--- src/rtl/tpg_pkg.sv ---
// tpg_pkg: shared colour constants, palette, mode codes and frame-start detect for the pattern generator
package tpg_pkg;
  localparam logic [2:0] TPG_BARS    = 3'd0;
  localparam logic [2:0] TPG_STRIPES = 3'd1;
  localparam logic [2:0] TPG_DIAG    = 3'd2;
  localparam logic [2:0] TPG_GRAD    = 3'd3;
  localparam logic [2:0] TPG_GREY    = 3'd4;
  localparam logic [2:0] TPG_CHECK   = 3'd5;
  localparam logic [23:0] C_BLACK    = 24'h000000;
  localparam logic [23:0] C_WHITE    = 24'hFFFFFF;
  localparam logic [23:0] C_BAR_MARK = 24'h00AA00;
  localparam logic [23:0] C_S_RED    = 24'hB00202;
  localparam logic [23:0] C_S_WHITE  = 24'hB0B0B0;
  localparam logic [23:0] C_S_BLUE   = 24'h0000F0;
  localparam logic [23:0] C_DIAG     = 24'h22AA22;
  localparam logic [23:0] C_MARK_32  = 24'h005555;
  localparam logic [23:0] C_MARK_1   = 24'h0000AA;
  function automatic logic [23:0] palette(input logic [3:0] idx);
    case (idx)
      4'd0:    return 24'hFFFFFF;
      4'd1:    return 24'hFFFF00;
      4'd2:    return 24'h00FFFF;
      4'd3:    return 24'h00FF00;
      4'd4:    return 24'hFF00FF;
      4'd5:    return 24'hFF0000;
      4'd6:    return 24'h0000FF;
      4'd7:    return 24'h202020;
      4'd8:    return 24'h181818;
      4'd9:    return 24'h888800;
      4'd10:   return 24'h008888;
      4'd11:   return 24'h008800;
      4'd12:   return 24'h880088;
      4'd13:   return 24'h880000;
      4'd14:   return 24'h000088;
      default: return 24'h202020;
    endcase
  endfunction
  function automatic logic is_fs(input logic [10:0] h, input logic [9:0] v);
    return h == 11'd1 && v == 10'd1;
  endfunction
endpackage

--- src/rtl/tpg_breath_ctrl.sv ---
// tpg_breath_ctrl: frame-rate triangle brightness level, 0..255..0, stepped every 2^BREATH_DIV_LOG2 frame starts
module tpg_breath_ctrl #(
  parameter int BREATH_DIV_LOG2 = 4
) (
  input  logic       PCLK,
  input  logic       RESET,
  input  logic       fs,
  output logic [7:0] level
);
  localparam int DW = BREATH_DIV_LOG2 > 0 ? BREATH_DIV_LOG2 : 1;
  logic [DW-1:0] div_q, div_d;
  logic [7:0] level_q, level_d;
  logic dir_q, dir_d, dir_n, wrap;
  // divider wrap steps the level; direction turns at the ends before the step so it never overflows
  always_comb begin
    wrap    = fs && (BREATH_DIV_LOG2 == 0 || div_q == '1);
    div_d   = fs ? div_q + 1'b1 : div_q;
    dir_n   = level_q == 8'hFF ? 1'b0 : level_q == 8'h00 ? 1'b1 : dir_q;
    dir_d   = wrap ? dir_n : dir_q;
    level_d = wrap ? (dir_n ? level_q + 8'd1 : level_q - 8'd1) : level_q;
  end
  // breath state registers
  always_ff @(posedge PCLK or posedge RESET) begin
    if (RESET) begin
      div_q   <= '0;
      level_q <= '0;
      dir_q   <= 1'b1;
    end else begin
      div_q   <= div_d;
      level_q <= level_d;
      dir_q   <= dir_d;
    end
  end
  assign level = level_q;
endmodule

--- src/rtl/pattern_gen_frame.sv ---
// pattern_gen_frame: two-stage, frame-synchronous VGA test pattern generator with six patterns
module pattern_gen_frame
  import tpg_pkg::*;
#(
  parameter int VIDEO_W         = 640,
  parameter int VIDEO_H         = 480,
  parameter int IMG_W           = 256,
  parameter int IMG_H           = 64,
  parameter int BAR_COUNT       = 16,
  parameter int BREATH_DIV_LOG2 = 4,
  parameter int CHECK_LOG2      = 5
) (
  input  logic        PCLK,
  input  logic        RESET,
  input  logic [2:0]  TP_SEL,
  input  logic [10:0] ADDR_H,
  input  logic [9:0]  ADDR_V,
  output logic [7:0]  VGA_R,
  output logic [7:0]  VGA_G,
  output logic [7:0]  VGA_B,
  output logic [7:0]  BREATH_LEVEL,
  output logic        FRAME_TICK
);
  logic fs, sync_q, sync_d;
  logic [2:0] mode_q, mode_d;
  logic [9:0] scroll_q, scroll_d;
  logic [10:0] h1_q, h1_d;
  logic [9:0] v1_q, v1_d;
  logic act1_q, act1_d, win1_q, win1_d, fs1_q, fs1_d;
  logic m10_q, m10_d, m32_q, m32_d, m11_q, m11_d;
  logic [3:0] bar1_q, bar1_d;
  logic [23:0] rgb_q, rgb_d, stripe, c;
  logic tick_q;
  logic [7:0] level, g, gv;
  logic [10:0] ds, dm;
  logic lit, chk;
  tpg_breath_ctrl #(.BREATH_DIV_LOG2(BREATH_DIV_LOG2)) u_breath (
    .PCLK  (PCLK),
    .RESET (RESET),
    .fs    (fs),
    .level (level)
  );
  // stage 1 next state plus frame state; sync gates output until the first frame start after reset
  always_comb begin
    fs       = is_fs(ADDR_H, ADDR_V);
    sync_d   = sync_q | fs;
    mode_d   = fs ? TP_SEL : mode_q;
    scroll_d = fs ? (scroll_q == 10'(VIDEO_H - 1) ? 10'd0 : scroll_q + 10'd1) : scroll_q;
    h1_d     = ADDR_H;
    v1_d     = ADDR_V;
    act1_d   = ADDR_H != 11'd0 && ADDR_H <= 11'(VIDEO_W) && ADDR_V != 10'd0 && ADDR_V <= 10'(VIDEO_H) && sync_d;
    win1_d   = ADDR_H != 11'd0 && ADDR_H <= 11'(IMG_W) && ADDR_V != 10'd0 && ADDR_V <= 10'(IMG_H);
    bar1_d   = 4'(((16'(ADDR_H) - 16'd1) * 16'(BAR_COUNT)) / 16'(VIDEO_W));
    m10_d    = ADDR_H == 11'd10 && ADDR_V == 10'd10;
    m32_d    = ADDR_H == 11'd32 && ADDR_V == 10'd32;
    m11_d    = fs;
    fs1_d    = fs;
  end
  // stage 2 colour: pattern select, blanking forced to black
  always_comb begin
    stripe = v1_q <= 10'(VIDEO_H / 6) ? C_S_RED :
             v1_q <= 10'(2 * VIDEO_H / 6) ? C_S_WHITE :
             v1_q <= 10'(4 * VIDEO_H / 6) ? C_S_BLUE :
             v1_q <= 10'(5 * VIDEO_H / 6) ? C_S_WHITE : C_S_RED;
    ds     = {1'b0, h1_q[10:1]} + {1'b0, scroll_q};
    dm     = ds >= 11'(VIDEO_H) ? ds - 11'(VIDEO_H) : ds;
    lit    = dm == ({1'b0, v1_q} - 11'd1);
    g      = 8'((14'(h1_q[7:0]) * 14'(v1_q[5:0])) >> 6);
    gv     = 8'((16'(g) * 16'(level)) >> 8);
    chk    = 1'(((h1_q - 11'd1) >> CHECK_LOG2) ^ (({1'b0, v1_q} - 11'd1) >> CHECK_LOG2)) ^ level[7];
    c      = mode_q == TPG_BARS    ? (m10_q ? C_BAR_MARK : palette(bar1_q)) :
             mode_q == TPG_STRIPES ? stripe :
             mode_q == TPG_DIAG    ? (lit ? C_DIAG : C_BLACK) :
             mode_q == TPG_GRAD    ? (!win1_q ? C_BLACK : m32_q ? C_MARK_32 : m11_q ? C_MARK_1 : {gv, gv, gv}) :
             mode_q == TPG_GREY    ? {level, level, level} :
             mode_q == TPG_CHECK   ? (chk ? C_WHITE : C_BLACK) : C_BLACK;
    rgb_d  = act1_q ? c : C_BLACK;
  end
  // pipeline and frame registers; reset marks both stages blank
  always_ff @(posedge PCLK or posedge RESET) begin
    if (RESET) begin
      sync_q   <= 1'b0;
      mode_q   <= TPG_BARS;
      scroll_q <= '0;
      h1_q     <= '0;
      v1_q     <= '0;
      act1_q   <= 1'b0;
      win1_q   <= 1'b0;
      bar1_q   <= '0;
      m10_q    <= 1'b0;
      m32_q    <= 1'b0;
      m11_q    <= 1'b0;
      fs1_q    <= 1'b0;
      rgb_q    <= '0;
      tick_q   <= 1'b0;
    end else begin
      sync_q   <= sync_d;
      mode_q   <= mode_d;
      scroll_q <= scroll_d;
      h1_q     <= h1_d;
      v1_q     <= v1_d;
      act1_q   <= act1_d;
      win1_q   <= win1_d;
      bar1_q   <= bar1_d;
      m10_q    <= m10_d;
      m32_q    <= m32_d;
      m11_q    <= m11_d;
      fs1_q    <= fs1_d;
      rgb_q    <= rgb_d;
      tick_q   <= fs1_q;
    end
  end
  assign {VGA_R, VGA_G, VGA_B} = rgb_q;
  assign FRAME_TICK   = tick_q;
  assign BREATH_LEVEL = level;
endmodule

--- config.mk ---
export PLATFORM = sky130hd
export DESIGN_NAME = pattern_gen_frame
export DESIGN_NICKNAME = d
export VERILOG_FILES = /design/src/rtl/tpg_pkg.sv /design/src/rtl/tpg_breath_ctrl.sv /design/src/rtl/pattern_gen_frame.sv
export SDC_FILE = /design/constraint.sdc
export NUM_CORES = 1
export LEC_CHECK = 0
export ABC_AREA = 1
export CAP_MARGIN = 20
export CORE_MARGIN = 10
export CORE_UTILIZATION = 23
export CTS_BUF_LIST = sky130_fd_sc_hd__clkbuf_8
export DETAILED_ROUTE_END_ITERATION = 10
export PLACE_DENSITY = 0.49
export SLEW_MARGIN = 30
export SYNTH_ARGS = -nofsm -noshare
export SYNTH_HDL_FRONTEND = slang
export SYNTH_SLANG_ARGS = --single-unit
--- constraint.sdc ---
create_clock -name PCLK -period 12.6 [get_ports PCLK]
set_input_delay 2.52 -clock PCLK [delete_from_list [all_inputs] [get_ports PCLK]]
set_output_delay 2.52 -clock PCLK [all_outputs]
set_load 0.02 [all_outputs]
**After elaboration in Yosys (flattened, before gate mapping)**

Memories as Yosys holds them, arrays and structs flattened.
Cells that the tools add are included.

- Flip-flop bits (word level): 82
- ROM bits: 384
- Input bits: 26
- Output and inout bits: 33
- Memories: 1

- $add $sub $neg: 9
- $mul: 2
- Divide/modulo/power cells: 1
- Magnitude comparators: 9
- Equal/unequal tests: 15
- Mux-type cells: 22
- Bitwise operators: 3
- Reductions and logical operators: 15

Memories:

| memory | depth | width | read ports | clocked after Yosys merged registers in | write ports | RTL line | RTL |
|---|---|---|---|---|---|---|---|
| (no name shown) | 16 | 24 | 1 | 0 | 0 | tpg_pkg.sv:19 | `case (idx)` |

Operator list:

| cell | number |
|---|---|
| 2-to-1 mux 24 bit | 15 |
| <= comparator 10 x 9 -> 1 bit (second input constant) | 3 |
| 2-to-1 mux 22 bit | 1 |
| <= comparator 10 x 7 -> 1 bit (second input constant) | 2 |
| divider 16 x 10 -> 16 bit (second input constant) | 1 |
| multiplier 8 x 8 -> 16 bit | 1 |
| 2-to-1 mux 16 bit | 1 |
| multiplier 8 x 6 -> 14 bit | 1 |
| subtractor 11 x 1 -> 12 bit (second input constant) | 1 |
| adder 10 x 10 -> 11 bit | 1 |
| == test 11 x 1 -> 1 bit (second input constant) | 1 |
| == test 11 bit | 1 |
| == test 11 x 4 -> 1 bit (second input constant) | 1 |
| == test 11 x 6 -> 1 bit (second input constant) | 1 |
| greater-or-equal comparator 11 x 9 -> 1 bit (second input constant) | 1 |
| <= comparator 11 x 10 -> 1 bit (second input constant) | 1 |
| <= comparator 11 x 9 -> 1 bit (second input constant) | 1 |
| logical AND 1 bit | 11 |
| 2-to-1 mux 11 bit | 1 |
| nonzero test 11 bit | 1 |
| subtractor 10 x 1 -> 11 bit (second input constant) | 1 |
| subtractor 11 x 9 -> 11 bit (second input constant) | 1 |
| adder 10 x 1 -> 10 bit (second input constant) | 1 |
| == test 10 x 1 -> 1 bit (second input constant) | 1 |
| other kinds (21) | 25 |

**Depth between registers and ports, before layout**

Gate-level depths: netlist (run 1).

- Depth after elaboration: 11
- Depth in mapped cells: 50
- Mapped depth without buffers: 49

**Modules after synthesis**

A second synthesis (run 1) with hierarchy kept.

- Cells, all modules: 1,334
- Area total of the unflattened synthesis: 9,426.5 um2

By module, submodules not included:

| module | instances | cells an instance | area each (um2) | seq. area each (um2) |
|---|---|---|---|---|
| pattern_gen_frame | 1 | 1,220 | 8,548.2 | 1,726.7 |
| tpg_breath_ctrl | 1 | 114 | 878.3 | 326.6 |

**Worst setup path after synthesis (run 1)**

Ideal clock, no wire load.

- Path kind: reg-to-reg
- Start point: register v1_q[5]
- End point: register rgb_q[23]
- Setup time: 0.128 ns
- Arrival: 7.880 ns
- Path slack: 4.592 ns
- Stages on the path, launching flop included: 46
- Buffers on the path: 1
- Clock period less this slack: 8.008 ns
- Cell sequence: dfrtp_1 -> clkbuf_1 -> nand2_1 -> fa_1 -> fa_1 -> fa_1 -> inv_1 -> ha_1 -> inv_1 -> o21ai_0 -> inv_1 -> nor2_1 -> o21ai_0 -> nand2_1 -> nand3_1 -> nand2_1 -> nand2_1 -> inv_1 -> (+10 left out) -> inv_1 -> fa_1 -> fa_1 -> ha_1 -> nand2_1 -> a21oi_1 -> a211oi_1 -> nand3_1 -> a21o_1 -> nand2_1 -> nand2_1 -> a21oi_1 -> xor2_1 -> o21ai_0 -> nand2_1 -> nand2_1 -> a21oi_1 -> nor3_1

- Cells in the longest elaborated chain, start to end: 11

RTL lines:

| what | RTL line | RTL |
|---|---|---|
| start, declared | pattern_gen_frame.sv:28 | `logic [9:0] v1_q, v1_d;` |
| start signal, assigned | pattern_gen_frame.sv:101 | `v1_q <= v1_d;` |
| branches (longest 8 deep; another with multiplier 8 x 8 -> 16 bit) | -- |  |
| 2-to-1 mux 24 bit * | pattern_gen_frame.sv:72 | `mode_q == TPG_STRIPES ? stripe :` |
| 2-to-1 mux 24 bit * | pattern_gen_frame.sv:71 | `c = mode_q == TPG_BARS ? (m10_q ? C_BAR_MARK : palette(bar1_q)) :` |
| 2-to-1 mux 24 bit * | pattern_gen_frame.sv:77 | `rgb_d = act1_q ? c : C_BLACK;` |
| net rgb_d[23] | pattern_gen_frame.sv:32 | `logic [23:0] rgb_q, rgb_d, stripe, c;` |
| end signal, assigned | pattern_gen_frame.sv:109 | `rgb_q <= rgb_d;` |
| end, declared | pattern_gen_frame.sv:32 |  |

Mark *: on every way through the listed nets, which the timed path passes.
A chain may end at the register's enable or synchronous reset.

**Final worst setup path (run 1)**

- Start point: register h1_q[2]
- End point: register rgb_q[7]

- Cells in the longest elaborated chain, start to end: 11

RTL lines:

| what | RTL line | RTL |
|---|---|---|
| start, declared | pattern_gen_frame.sv:27 | `logic [10:0] h1_q, h1_d;` |
| start signal, assigned | pattern_gen_frame.sv:85 | `h1_q <= '0;` |
| start signal, assigned | pattern_gen_frame.sv:100 | `h1_q <= h1_d;` |
| branches (longest 6 deep; another with multiplier 8 x 8 -> 16 bit) | -- |  |
| 2-to-1 mux 24 bit * | pattern_gen_frame.sv:74 | `mode_q == TPG_GRAD ? (!win1_q ? C_BLACK : m32_q ? C_MARK_32 : m11_q ? C_MARK_1 : {gv, gv, gv}) :` |
| 2-to-1 mux 24 bit * | pattern_gen_frame.sv:73 | `mode_q == TPG_DIAG ? (lit ? C_DIAG : C_BLACK) :` |
| 2-to-1 mux 24 bit * | pattern_gen_frame.sv:72 |  |
| 2-to-1 mux 24 bit * | pattern_gen_frame.sv:71 |  |
| 2-to-1 mux 24 bit * | pattern_gen_frame.sv:77 |  |
| net rgb_d[7] | pattern_gen_frame.sv:32 |  |

Marked as above.

==> Implementation_results.wiki, run 1 <==
{| class="wikitable"
! Metric !! Value
|-
| Leakage power total || 5.35 nW
|-
| Combinational share of power || a little under three fifths
|-
| Run status || completed
|-
| Floorplan die height || 220 µm
|-
| Switching power summed over all nets || 0.000542 W
|-
| RD Place Congestion || 0.900
|-
| Number of hold buffers added after cts || 0
|-
| Clock transition at path regs || 0.09 ns
|-
| Library cell occupying the most area in the post-synthesis netlist || sky130_fd_sc_hd__dfrtp_1
|-
| Overall track demand over capacity in global routing || 10.7%
|-
| Internal Power || 0.000616 W
|-
| Root Buffer Master || sky130_fd_sc_hd__clkbuf_8
|-
| Total gr overflow || 0
|-
| Clock sink count || roughly 80
|-
| Share of the synthesized area in the top cell type || ~22%
|-
| CP peak stage delay || 0.56 ns
|-
| Wire length of the first global-routing pass || 42000 µm
|-
| Dominant synthesized flop cell || sky130_fd_sc_hd__dfrtp_1
|-
| Share of the yosys chip area belonging to registers || 22.3%
|-
| Arrival time at the worst endpoint || 8.85 ns
|-
| DRC violation count after routing || 0
|-
| Final Hold Viols || 0
|-
| Most common library cells after synthesis || sky130_fd_sc_hd__nand2_1, sky130_fd_sc_hd__inv_1, sky130_fd_sc_hd__nor2_1, sky130_fd_sc_hd__dfrtp_1, sky130_fd_sc_hd__ha_1
|-
| PwrDens || 109 nW/µm²
|-
| H-tree Lvls || 3
|-
| Die Area || 48300 µm²
|-
| Input/output buffers || 58
|-
| Antenna violations before repair || 1
|-
| Critical path launch point type || register
|-
| Clock Skews || 0.0275 ns
|-
| Switch share || roughly 47%
|-
| Initial standard-cell utilization of the core || 23.2%
|-
| CP endpoint kind || register
|-
| Via count of the first global-routing pass || 8236
|-
| Horiz. Die Dim || 220 µm
|-
| # Max-Cap Violations || 0
|-
| Area of the core region || 39600 µm²
|-
| Clock network fraction of design power || between 10% and 20%
|-
| Worst-margin pin slew || 0.803 ns
|-
| Buffers from clock root to sink, at most || 2
|-
| RSZ-0062 raised after global routing || false
|-
| Via count normalized by instance count || 4.37
|-
| Share of power burned in registers || 24.7%
|-
| Number of different library cells in the post-synthesis netlist || 47
|-
| Post-synthesis instance total || approximately 1300
|-
| Standard-cell row count || 73
|-
| Clock insertion delay at the later pin of the skew report || 0.39 ns
|-
| Cell area after technology mapping || 9190 µm²
|-
| Synthesized area per cell || 7.19 µm²
|-
| Initial DRC Count || 348
|-
| Top-Level Pins || 59
|-
| Setup repair bufs after CTS || 0
|-
| Count of TritonRoute iterations in the first routing pass || 5
|-
| Power Total || 0.00116 W
|-
| Final setup violation count || 0
|-
| Max VDD drop || 0.0750 mV
|-
| Post-CTS sizing || 0
|-
| Setup TNS || 0 ns
|-
| Most area-consuming cells after synthesis || sky130_fd_sc_hd__dfrtp_1, sky130_fd_sc_hd__fa_1, sky130_fd_sc_hd__nand2_1
|-
| Total wire length after detailed routing || 25000 µm
|-
| Layout Nets || about 1500
|-
| Max Clk Rate || 116 MHz
|-
| HPWL reported at the end of detailed placement || 20800 µm
|-
| Total count of max-transition violations in the final report || 0
|-
| Synth warn || 0
|-
| Synth-to-layout area growth || 15.3%
|-
| Critical Path Slowest Stage Cell || sky130_fd_sc_hd__dfrtp_1
|-
| Final ANT Viol Nets || 0
|-
| Remaining max-slew budget at the tightest pin || 46.0%
|-
| Fraction of layout instances using a drive strength above 1 || 6.06%
|-
| CTS buffer count || 9
|-
| Dominant cell by count in the synthesized netlist || sky130_fd_sc_hd__nand2_1
|-
| Data required time of the worst path || 12.84 ns
|-
| Part of the cycle the worst path needs || 68.4%
|-
| TritonCTS clock tree || built
|-
| Max FO, Critical Path || 9
|-
| Share of flip-flops with an asynchronous set or reset after synthesis || 100%
|-
| Syn nets || about 1400
|-
| Maximum number of pins on one net before global-route repair || 59
|-
| Critical path's most frequent cell || sky130_fd_sc_hd__nand2_1
|-
| Crit Path Class || reg -> reg
|-
| Final period demand of the worst path || 8.62 ns
|-
| Number of flops mapped to enable cells by yosys || 0
|-
| Worst min-delay path category || reg -> reg
|-
| WL/cell || 13.5 µm
|-
| Post-synthesis register bit count || 82
|-
| Number of vias after detailed routing || between 8000 and 9000
|}
## cells in the final DEF, fill, tap and decap left out, types with 5 or more instances in the layout
cell / n
sky130_fd_sc_hd__o21ai_0: 49
sky130_fd_sc_hd__nand3_1: 62
sky130_fd_sc_hd__fa_1: 61
sky130_fd_sc_hd__nand2_2: 17
sky130_fd_sc_hd__a211oi_1: 6
sky130_fd_sc_hd__nand2_4: 5
sky130_fd_sc_hd__or2_2: 6
sky130_fd_sc_hd__nand2_1: 301
sky130_fd_sc_hd__inv_2: 13
sky130_fd_sc_hd__inv_1: 223
sky130_fd_sc_hd__clkdlybuf4s50_1: 58
sky130_fd_sc_hd__a21o_1: 6
sky130_fd_sc_hd__nand4_1: 14
sky130_fd_sc_hd__ha_1: 77
sky130_fd_sc_hd__xnor2_1: 16
sky130_fd_sc_hd__nor2_4: 5
sky130_fd_sc_hd__xor2_1: 36
sky130_fd_sc_hd__nor2_1: 124
sky130_fd_sc_hd__nor2_2: 5
sky130_fd_sc_hd__clkbuf_8: 9
sky130_fd_sc_hd__a31oi_1: 6
sky130_fd_sc_hd__nor4_1: 10
sky130_fd_sc_hd__nor3_1: 23
sky130_fd_sc_hd__a21oi_1: 75
sky130_fd_sc_hd__dfrtp_1: 81
## through the flow
step                instances  hold slack, ns  worst slack, ns  utilization (%)  instance area (µm²)
floorplan                1278           0.417             4.59                -                 9190
global placement         1847           0.431             4.24             26.2                10400
detailed placement       1847           0.436             4.01             26.2                10400
CTS                      1861           0.455             3.98             26.7                10600
global route             1862           0.500             3.22             26.7                10600
finish                   1862           0.445             3.98             26.7                10600
## flip-flops by register name, summed over array words and instances, names as in the netlist
| name | flops |
|---|---|
| v1_q | 10 |
| bar1_q | 4 |
| m32_q | 1 |
| win1_q | 1 |
| h1_q | 11 |
| u_breath.div_q | 4 |
| u_breath.dir_q | 1 |
| act1_q | 1 |
| u_breath.level | 8 |
| m10_q | 1 |
| rgb_q | 24 |
| sync_q | 1 |
| mode_q | 3 |
| scroll_q | 10 |
| fs1_q | 1 |
| FRAME_TICK | 1 |
## logic make-up (layout without fill, tap and decap cells)
kind of cell	Yosys count	after routing	synth area share, %
and+or+nand+nor	580	580	27.4
other	0	1	0
DFF	82	82	22.3
AOI/OAI and AO/OA	169	169	10.6
buffers and inverters	255	313	10.4
adders and majority gates	138	138	23.8
xor gates and xnor gates	54	54	5.43
## layer usage
metal  wire, µm  GRT usage (%)  up-vias
met3        787           1.34       13
met4        229           2.42        0
met1      12300           14.2     3878
met2      11700           18.0      111
li1           -              -     4132
met5          0              0        -
## layout make-up
cell class              count  area, µm²
fillers                  4458      29000
multi-input cells         941       6180
flip-flops and latches     82       2050
inverters                 238        895
well taps                 525        657
repair buffers             61        603
clock buffers               9        124
clock inverters             5       81.3
diodes                      1       2.50
## power groups by stage
stage | clock (W) | sequential (W) | combinational [W]
2_1_floorplan | 0 | 0.000284 | 0.000517
5_1_grt | 0.000236 | 0.000288 | 0.000777
3_3_place_gp | 0 | 0.000290 | 0.000656
3_5_place_dp | 0 | 0.000291 | 0.000659
4_1_cts | 0.000229 | 0.000286 | 0.000663
6_report | 0.000218 | 0.000286 | 0.000654
## critical path: cells and delay by family, from the launching register on
kind	cells	cell delay, ns
AND/OR/NAND/NOR	18	1.85
XOR/XNOR	1	0.20
AO/OA/AOI/OAI	11	1.40
flip-flops	1	0.56
adder cells (fa/ha/maj)	9	3.89
buffers and inverters	9	0.57
## worst paths after layout
kind                         start                end  slack [ns]  cells after the start
setup / recovery           h1_q[2]           rgb_q[7]        3.98                     48
hold / removal              sync_q             sync_q        0.44                      2
hold reg to reg             sync_q             sync_q        0.44                      2
setup reg to reg           h1_q[2]           rgb_q[7]        3.98                     48
max in group asynchronous    RESET  u_breath.level[2]        9.00                      3
min in group asynchronous    RESET          rgb_q[22]        2.44                      2
Note: power is estimated with default switching activity, not from simulation.
==> inputs of run 2 (changes only) <==
- clock period: 12.6 -> 8.4 ns (I/O delays scaled with it)
==> run 2 against run 1 <==
Net effect: flip-flop and latch count unchanged; clock skew down 0.0055 ns; global-route usage up 0.065 points; worst setup slack worse by 3.6 ns; critical path type unchanged; count of clock-buffer cells in the layout unchanged.
==> Implementation_results.wiki, run 2 (synthesis results as in run 1) <==
{| class="wikitable"
! Metric !! Value
|-
| Clock Skews || 0.0220 ns (-0.00550 ns)
|-
| Arrival time at the worst endpoint || 8.31 ns (-0.54 ns)
|-
| Cell class contributing the biggest share of worst-path delay || adder cells
|-
| Hold_ws || 0.452 ns (+0.00690 ns)
|-
| Die Area || 48300 µm² (unchanged)
|-
| Most common library cell in the layout ignoring fill and taps || sky130_fd_sc_hd__nand2_1
|-
| Final setup violation count || 0 (unchanged)
|-
| Final Hold Viols || 0 (unchanged)
|-
| CTS buffer count || 9 (unchanged)
|-
| Total gr overflow || 0 (unchanged)
|-
| Floorplan die height || 220 µm (unchanged)
|-
| Layout Nets || 1522 (+1.7%)
|-
| Horiz. Die Dim || 220 µm (unchanged)
|-
| Leakage power total || 5.50 nW (+2.9%)
|-
| Root Buffer Master || sky130_fd_sc_hd__clkbuf_8
|-
| Via count of the first global-routing pass || 8449 (+2.6%)
|-
| Sequential cell area || 2060 µm² (+0.24%)
|-
| WL/cell || 13.4 µm (-0.14%)
|-
| Worst setup slack after layout || 0.335 ns (-3.65 ns)
|-
| Worst-margin pin slew || 0.853 ns (+0.0494 ns)
|-
| Maximum number of pins on one net before global-route repair || 62 (+5.1%)
|-
| # Max-Cap Violations || 0 (unchanged)
|-
| Fraction of layout instances using a drive strength above 1 || 9.98% (+3.9 points)
|-
| HPWL reported at the end of detailed placement || 21300 µm (+2.3%)
|-
| Max Clk Rate || 124 MHz (+6.8%)
|-
| Setup TNS || 0 ns (unchanged)
|-
| TritonCTS clock tree || built
|-
| Clock insertion delay at the later pin of the skew report || 0.39 ns (about the same)
|-
| Data required time of the worst path || 8.65 ns (-4.19 ns)
|-
| Max FFs per register || 24 (unchanged)
|-
| Commonest cells after routing, fill and taps aside || sky130_fd_sc_hd__nand2_1, sky130_fd_sc_hd__inv_1, sky130_fd_sc_hd__nor2_1, sky130_fd_sc_hd__dfrtp_1, sky130_fd_sc_hd__ha_1
|-
| Count of TritonRoute iterations in the first routing pass || 5 (unchanged)
|-
| Standard-cell row count || 73 (unchanged)
|-
| PwrDens || 170 nW/µm² (+55%)
|-
| Synth-to-layout area growth || 18.8%
|-
| Critical path's most frequent cell || sky130_fd_sc_hd__inv_1
|-
| Clock sink count || 82 (unchanged)
|-
| Area used by multi-input combinational logic || 6300 µm² (+2.0%)
|-
| CP peak stage delay || 0.55 ns (about the same)
|-
| Initial DRC Count || 402 (+16%)
|-
| Wire length of the first global-routing pass || 42200 µm (+0.53%)
|-
| Total wire length after detailed routing || 25400 µm (+1.3%)
|-
| Initial standard-cell utilization of the core || 23.2% (unchanged)
|-
| CP endpoint kind || register
|-
| Place WS || 0.0599 ns (-3.95 ns)
|-
| Clock transition at path regs || 0.09 ns (about the same)
|-
| Remaining max-slew budget at the tightest pin || 43.0% (-2.9 points)
|-
| Largest registers || rgb_q: 24 flops, h1_q: 11 flops
|-
| Placed cells || 1865 (+0.97%)
|-
| Part of the cycle the worst path needs || 96.0% (+28 points)
|-
| Overall track demand over capacity in global routing || 10.7% (+0.065 points)
|-
| Area of the core region || 39600 µm² (unchanged)
|-
| Critical path launch point type || register
|-
| Final ANT Viol Nets || 0 (unchanged)
|-
| Input/output buffers || 58 (unchanged)
|-
| Worst min-delay path category || reg -> reg
|-
| Top-Level Pins || 59 (unchanged)
|-
| Run status || completed
|-
| Critical Path Slowest Stage Cell || sky130_fd_sc_hd__fa_1
|-
| Max VDD drop || 0.101 mV (+35%)
|-
| R2R Setup Slk || 0.34 ns (-3.65 ns)
|-
| Total buffers and inverters traversed by the critical path || 9 (unchanged)
|-
| Number of vias after detailed routing || 8291 (+1.9%)
|-
| Power Total || 0.00185 W (+60%)
|-
| Total count of max-transition violations in the final report || 0 (unchanged)
|-
| Max FO, Critical Path || 5 (-4)
|-
| H-tree Lvls || 3 (unchanged)
|-
| Crit Path Class || reg -> reg
|-
| Buffers from clock root to sink, at most || 2 (unchanged)
|-
| Top reg by flops || rgb_q
|-
| Antenna violations before repair || 1 (unchanged)
|-
| RD Place Congestion || 0.858 (-4.6%)
|-
| Number of filler instances in the final layout || 4406 (-1.2%)
|-
| Final period demand of the worst path || 8.06 ns (-0.551 ns)
|-
| DRC violation count after routing || 0 (unchanged)
|-
| Number of standard cells in the layout, taps in and fillers out || 1889 (+1.5%)
|-
| Via count normalized by instance count || 4.39 (+0.47%)
|}
==> run 2: final timing paths <==
path / to / cells after the start / startpoint
max: rgb_q[7] / 48 / h1_q[4]
min: sync_q / 2 / sync_q
max reg2reg: rgb_q[7] / 48 / h1_q[4]
min reg2reg: sync_q / 2 / sync_q
max in group asynchronous: v1_q[0] / 3 / RESET
min in group asynchronous: rgb_q[19] / 2 / RESET
==> run 2: cell type report <==
cell class | instances | share of cell area (%)
antenna | 1 | 0.0229
timing repair buffer | 86 | 7.36
inverter | 238 | 8.19
clock inverter | 7 | 0.745
multi-input combinational | 941 | 57.7
clock buffer | 9 | 1.13
sequential | 82 | 18.8
tap | 525 | 6.02
==> run 2: power breakdown <==
| group | internal, W | switching [W] | total, W |
|---|---|---|---|
| Clock | 0.000143 | 0.000167 | 0.000310 |
| Combinational | 0.000436 | 0.000684 | 0.00112 |
| Sequential | 0.000408 | 0.0000143 | 0.000422 |
==> run 2: worst reg2reg max path, delay by kind of cell (launching register included) <==
kind            cells  cell delay, ns
fa+ha+maj           9            3.74
simple gates       18            1.64
compound gates     11            1.39
buf+inv             9            0.53
flops               1            0.45
xor+xnor            1            0.21
==> run 2: routing by layer <==
layer / track usage (%) / wire (µm) / part of all wire [%]
met3: 1.38 / 804 / 3.2
met1: 14.0 / 12200 / 48
met2: 18.3 / 11900 / 47
met5: 0 / 0 / 0
met4: 3.01 / 417 / 1.6
==> run 2: what timing repair did <==
item                                    CTS  global route
setup buffers                             0             7
resized for setup                         0            33
endpoints found under the setup margin    0            22
hold buffers                              0             0
==> run 2: stage by stage <==
step                      cell area (µm²)  util (%)
final                               10900      27.5
after global routing                10900      27.5
after CTS                           10700      27.1
after detailed placement            10500      26.5
after global placement              10500      26.5
after floorplan                      9190         -
==> inputs of run 3 (changes only) <==
- SLEW_MARGIN: 30 -> unset
==> run 3 against run 2 <==
Net effect: global-route usage unchanged; sequential power about the same; first-iteration DRC count decreased by 3.2%; flip-flop and latch count unchanged; core utilization about the same; clock power about the same; final cell count unchanged; combinational power about the same; fmax about the same; wire length about the same; hold slack about the same; worst setup slack improved by 0.0026 ns; largest power group unchanged; highest routed layer unchanged.
==> Implementation_results.wiki, run 3 (synthesis results as in run 1) <==
{| class="wikitable"
! Metric !! Value
|-
| Via count normalized by instance count || 4.39 (about the same)
|-
| Number of standard cells in the layout, taps in and fillers out || 1889 (unchanged)
|-
| Crit Path Class || reg -> reg
|-
| R2R Setup Slk || 0.34 ns (about the same)
|-
| Fraction of layout instances using a drive strength above 1 || 9.90% (-0.073 points)
|-
| Root Buffer Master || sky130_fd_sc_hd__clkbuf_8
|-
| Placed cells || 1865 (unchanged)
|-
| Top reg by flops || rgb_q
|-
| Number of cells traversed by the worst hold path || 2 (unchanged)
|-
| Critical path's most frequent cell || sky130_fd_sc_hd__inv_1
|-
| Final design utilization || 27.5% (about the same)
|-
| CTS buffer count || 9 (unchanged)
|-
| Critical path launch point type || register
|-
| Critical Path Slowest Stage Cell || sky130_fd_sc_hd__fa_1
|-
| Data required time of the worst path || 8.65 ns (about the same)
|-
| Leakage power total || 5.50 nW (about the same)
|-
| Via count of the first global-routing pass || 8449 (unchanged)
|-
| Final period demand of the worst path || 8.06 ns (-0.00263 ns)
|-
| Total wire length after detailed routing || 25300 µm (about the same)
|-
| Hold_ws || 0.452 ns (-0.0000580 ns)
|-
| Worst min-delay path category || reg -> reg
|-
| Most common library cell in the layout ignoring fill and taps || sky130_fd_sc_hd__nand2_1
|-
| Floorplan die height || 220 µm (unchanged)
|-
| DRC violation count after routing || 0 (unchanged)
|-
| Remaining max-slew budget at the tightest pin || 23.9% (-19 points)
|-
| Clock insertion delay at the later pin of the skew report || 0.39 ns (about the same)
|-
| Endpoint of the worst register-to-register path || rgb_q[7]
|-
| Number of hold buffers added after cts || 0 (unchanged)
|-
| H-tree Lvls || 3 (unchanged)
|-
| # Max-Cap Violations || 0 (unchanged)
|-
| Run status || completed
|-
| Top-Level Pins || 59 (unchanged)
|-
| Overall track demand over capacity in global routing || 10.7% (unchanged)
|-
| Arrival time at the worst endpoint || 8.31 ns (about the same)
|-
| Number of vias after detailed routing || 8288 (-0.036%)
|-
| Clock Skews || 0.0219 ns (-0.0000350 ns)
|-
| Total gr overflow || 0 (unchanged)
|-
| Clock sink count || 82 (unchanged)
|-
| PwrDens || 170 nW/µm² (about the same)
|-
| Endpoint of the worst hold path || sync_q
|-
| Area of the core region || 39600 µm² (unchanged)
|-
| Wire length of the first global-routing pass || 42200 µm (unchanged)
|-
| Count of TritonRoute iterations in the first routing pass || 5 (unchanged)
|-
| Reg2reg path depth || 48 (unchanged)
|-
| Initial standard-cell utilization of the core || 23.2% (unchanged)
|-
| Launching point of the worst reg2reg path || h1_q[4]
|-
| Die Area || 48300 µm² (unchanged)
|-
| Total count of max-transition violations in the final report || 0 (unchanged)
|-
| RD Place Congestion || 0.858 (unchanged)
|-
| Total buffers and inverters traversed by the critical path || 9 (unchanged)
|-
| Final Hold Viols || 0 (unchanged)
|-
| Synth-to-layout area growth || 18.8% (about the same)
|-
| Max Clk Rate || 124 MHz (about the same)
|-
| Layout Nets || 1522 (unchanged)
|-
| Max FO, Critical Path || 5 (unchanged)
|-
| Standard-cell row count || 73 (unchanged)
|-
| Worst-margin pin slew || 1.11 ns (+0.260 ns)
|-
| CP peak stage delay || 0.55 ns (about the same)
|-
| Final setup violation count || 0 (unchanged)
|-
| CP endpoint kind || register
|-
| Part of the cycle the worst path needs || 96.0% (about the same)
|-
| Largest registers || rgb_q: 24 flops, h1_q: 11 flops
|-
| Maximum number of pins on one net before global-route repair || 62 (unchanged)
|-
| TritonCTS clock tree || built
|-
| Max VDD drop || 0.101 mV (-0.26%)
|-
| Hold path start || sync_q
|-
| Final ANT Viol Nets || 0 (unchanged)
|-
| Input/output buffers || 58 (unchanged)
|-
| Buffers from clock root to sink, at most || 2 (unchanged)
|-
| Cell class contributing the biggest share of worst-path delay || adder cells
|-
| Power Total || 0.00185 W (about the same)
|-
| Commonest cells after routing, fill and taps aside || sky130_fd_sc_hd__nand2_1, sky130_fd_sc_hd__inv_1, sky130_fd_sc_hd__nor2_1, sky130_fd_sc_hd__dfrtp_1, sky130_fd_sc_hd__ha_1
|-
| Initial DRC Count || 389 (-3.2%)
|-
| HPWL reported at the end of detailed placement || 21300 µm (unchanged)
|-
| Antenna violations before repair || 1 (unchanged)
|-
| WL/cell || 13.4 µm (about the same)
|-
| Clock transition at path regs || 0.10 ns (about the same)
|-
| Max FFs per register || 24 (unchanged)
|-
| Horiz. Die Dim || 220 µm (unchanged)
|}
==> run 3: worst max path at each step <==
stage / startpoint / cells after the start / endpoint / slack (ns)
2_1_floorplan: v1_q[5] / 45 / rgb_q[23] / 0.39
3_3_place_gp: h1_q[1] / 44 / rgb_q[23] / 0.23
6_report: h1_q[4] / 48 / rgb_q[7] / 0.34
5_1_grt: h1_q[4] / 48 / rgb_q[5] / -0.05
3_5_place_dp: h1_q[1] / 44 / rgb_q[7] / 0.06
4_1_cts: h1_q[1] / 44 / rgb_q[7] / 0.02
==> run 3: timing repair <==
| item | CTS | global route |
|---|---|---|
| endpoints found under the setup margin | 0 | 22 |
| gates resized for setup | 0 | 33 |
| setup buffers | 0 | 7 |
==> run 3: power breakdown <==
group	switching (W)	leakage, nW	total [W]	internal (W)
Combinational	0.000685	4.37	0.00112	0.000436
Clock	0.000167	0.107	0.000311	0.000143
Sequential	0.0000143	1.02	0.000422	0.000408
Total	0.000866	5.50	0.00185	0.000987
==> run 3: layer usage <==
metal	GRT usage (%)	routed length (µm)
met5	0	0
met4	3.01	418
met3	1.38	839
met2	18.3	11900
met1	14.0	12200
==> run 3: stage by stage <==
step	worst slack, ns	area [µm²]	setup TNS [ns]
floorplan	0.392	9190	0
global placement	0.233	10500	0
detailed placement	0.0599	10500	0
CTS	0.0175	10700	0
global route	-0.0500	10900	-0.250
finish	0.338	10900	0
==> run 3: cell type report <==
type	count	area, µm²
timing repair buffer	86	803
fill	4405	28700
antenna	1	2.50
tap	525	657
sequential	82	2060
clock inverter	7	81.3
inverter	238	895
multi-input combinational	941	6290
clock buffer	9	124
==> run 3: tightest hold or removal path, stage by stage, from the launching register on <==
cell and delay [ns]:
sky130_fd_sc_hd__dfrtp_1 0.33, sky130_fd_sc_hd__nor2_1 0.05, sky130_fd_sc_hd__inv_1 0.04
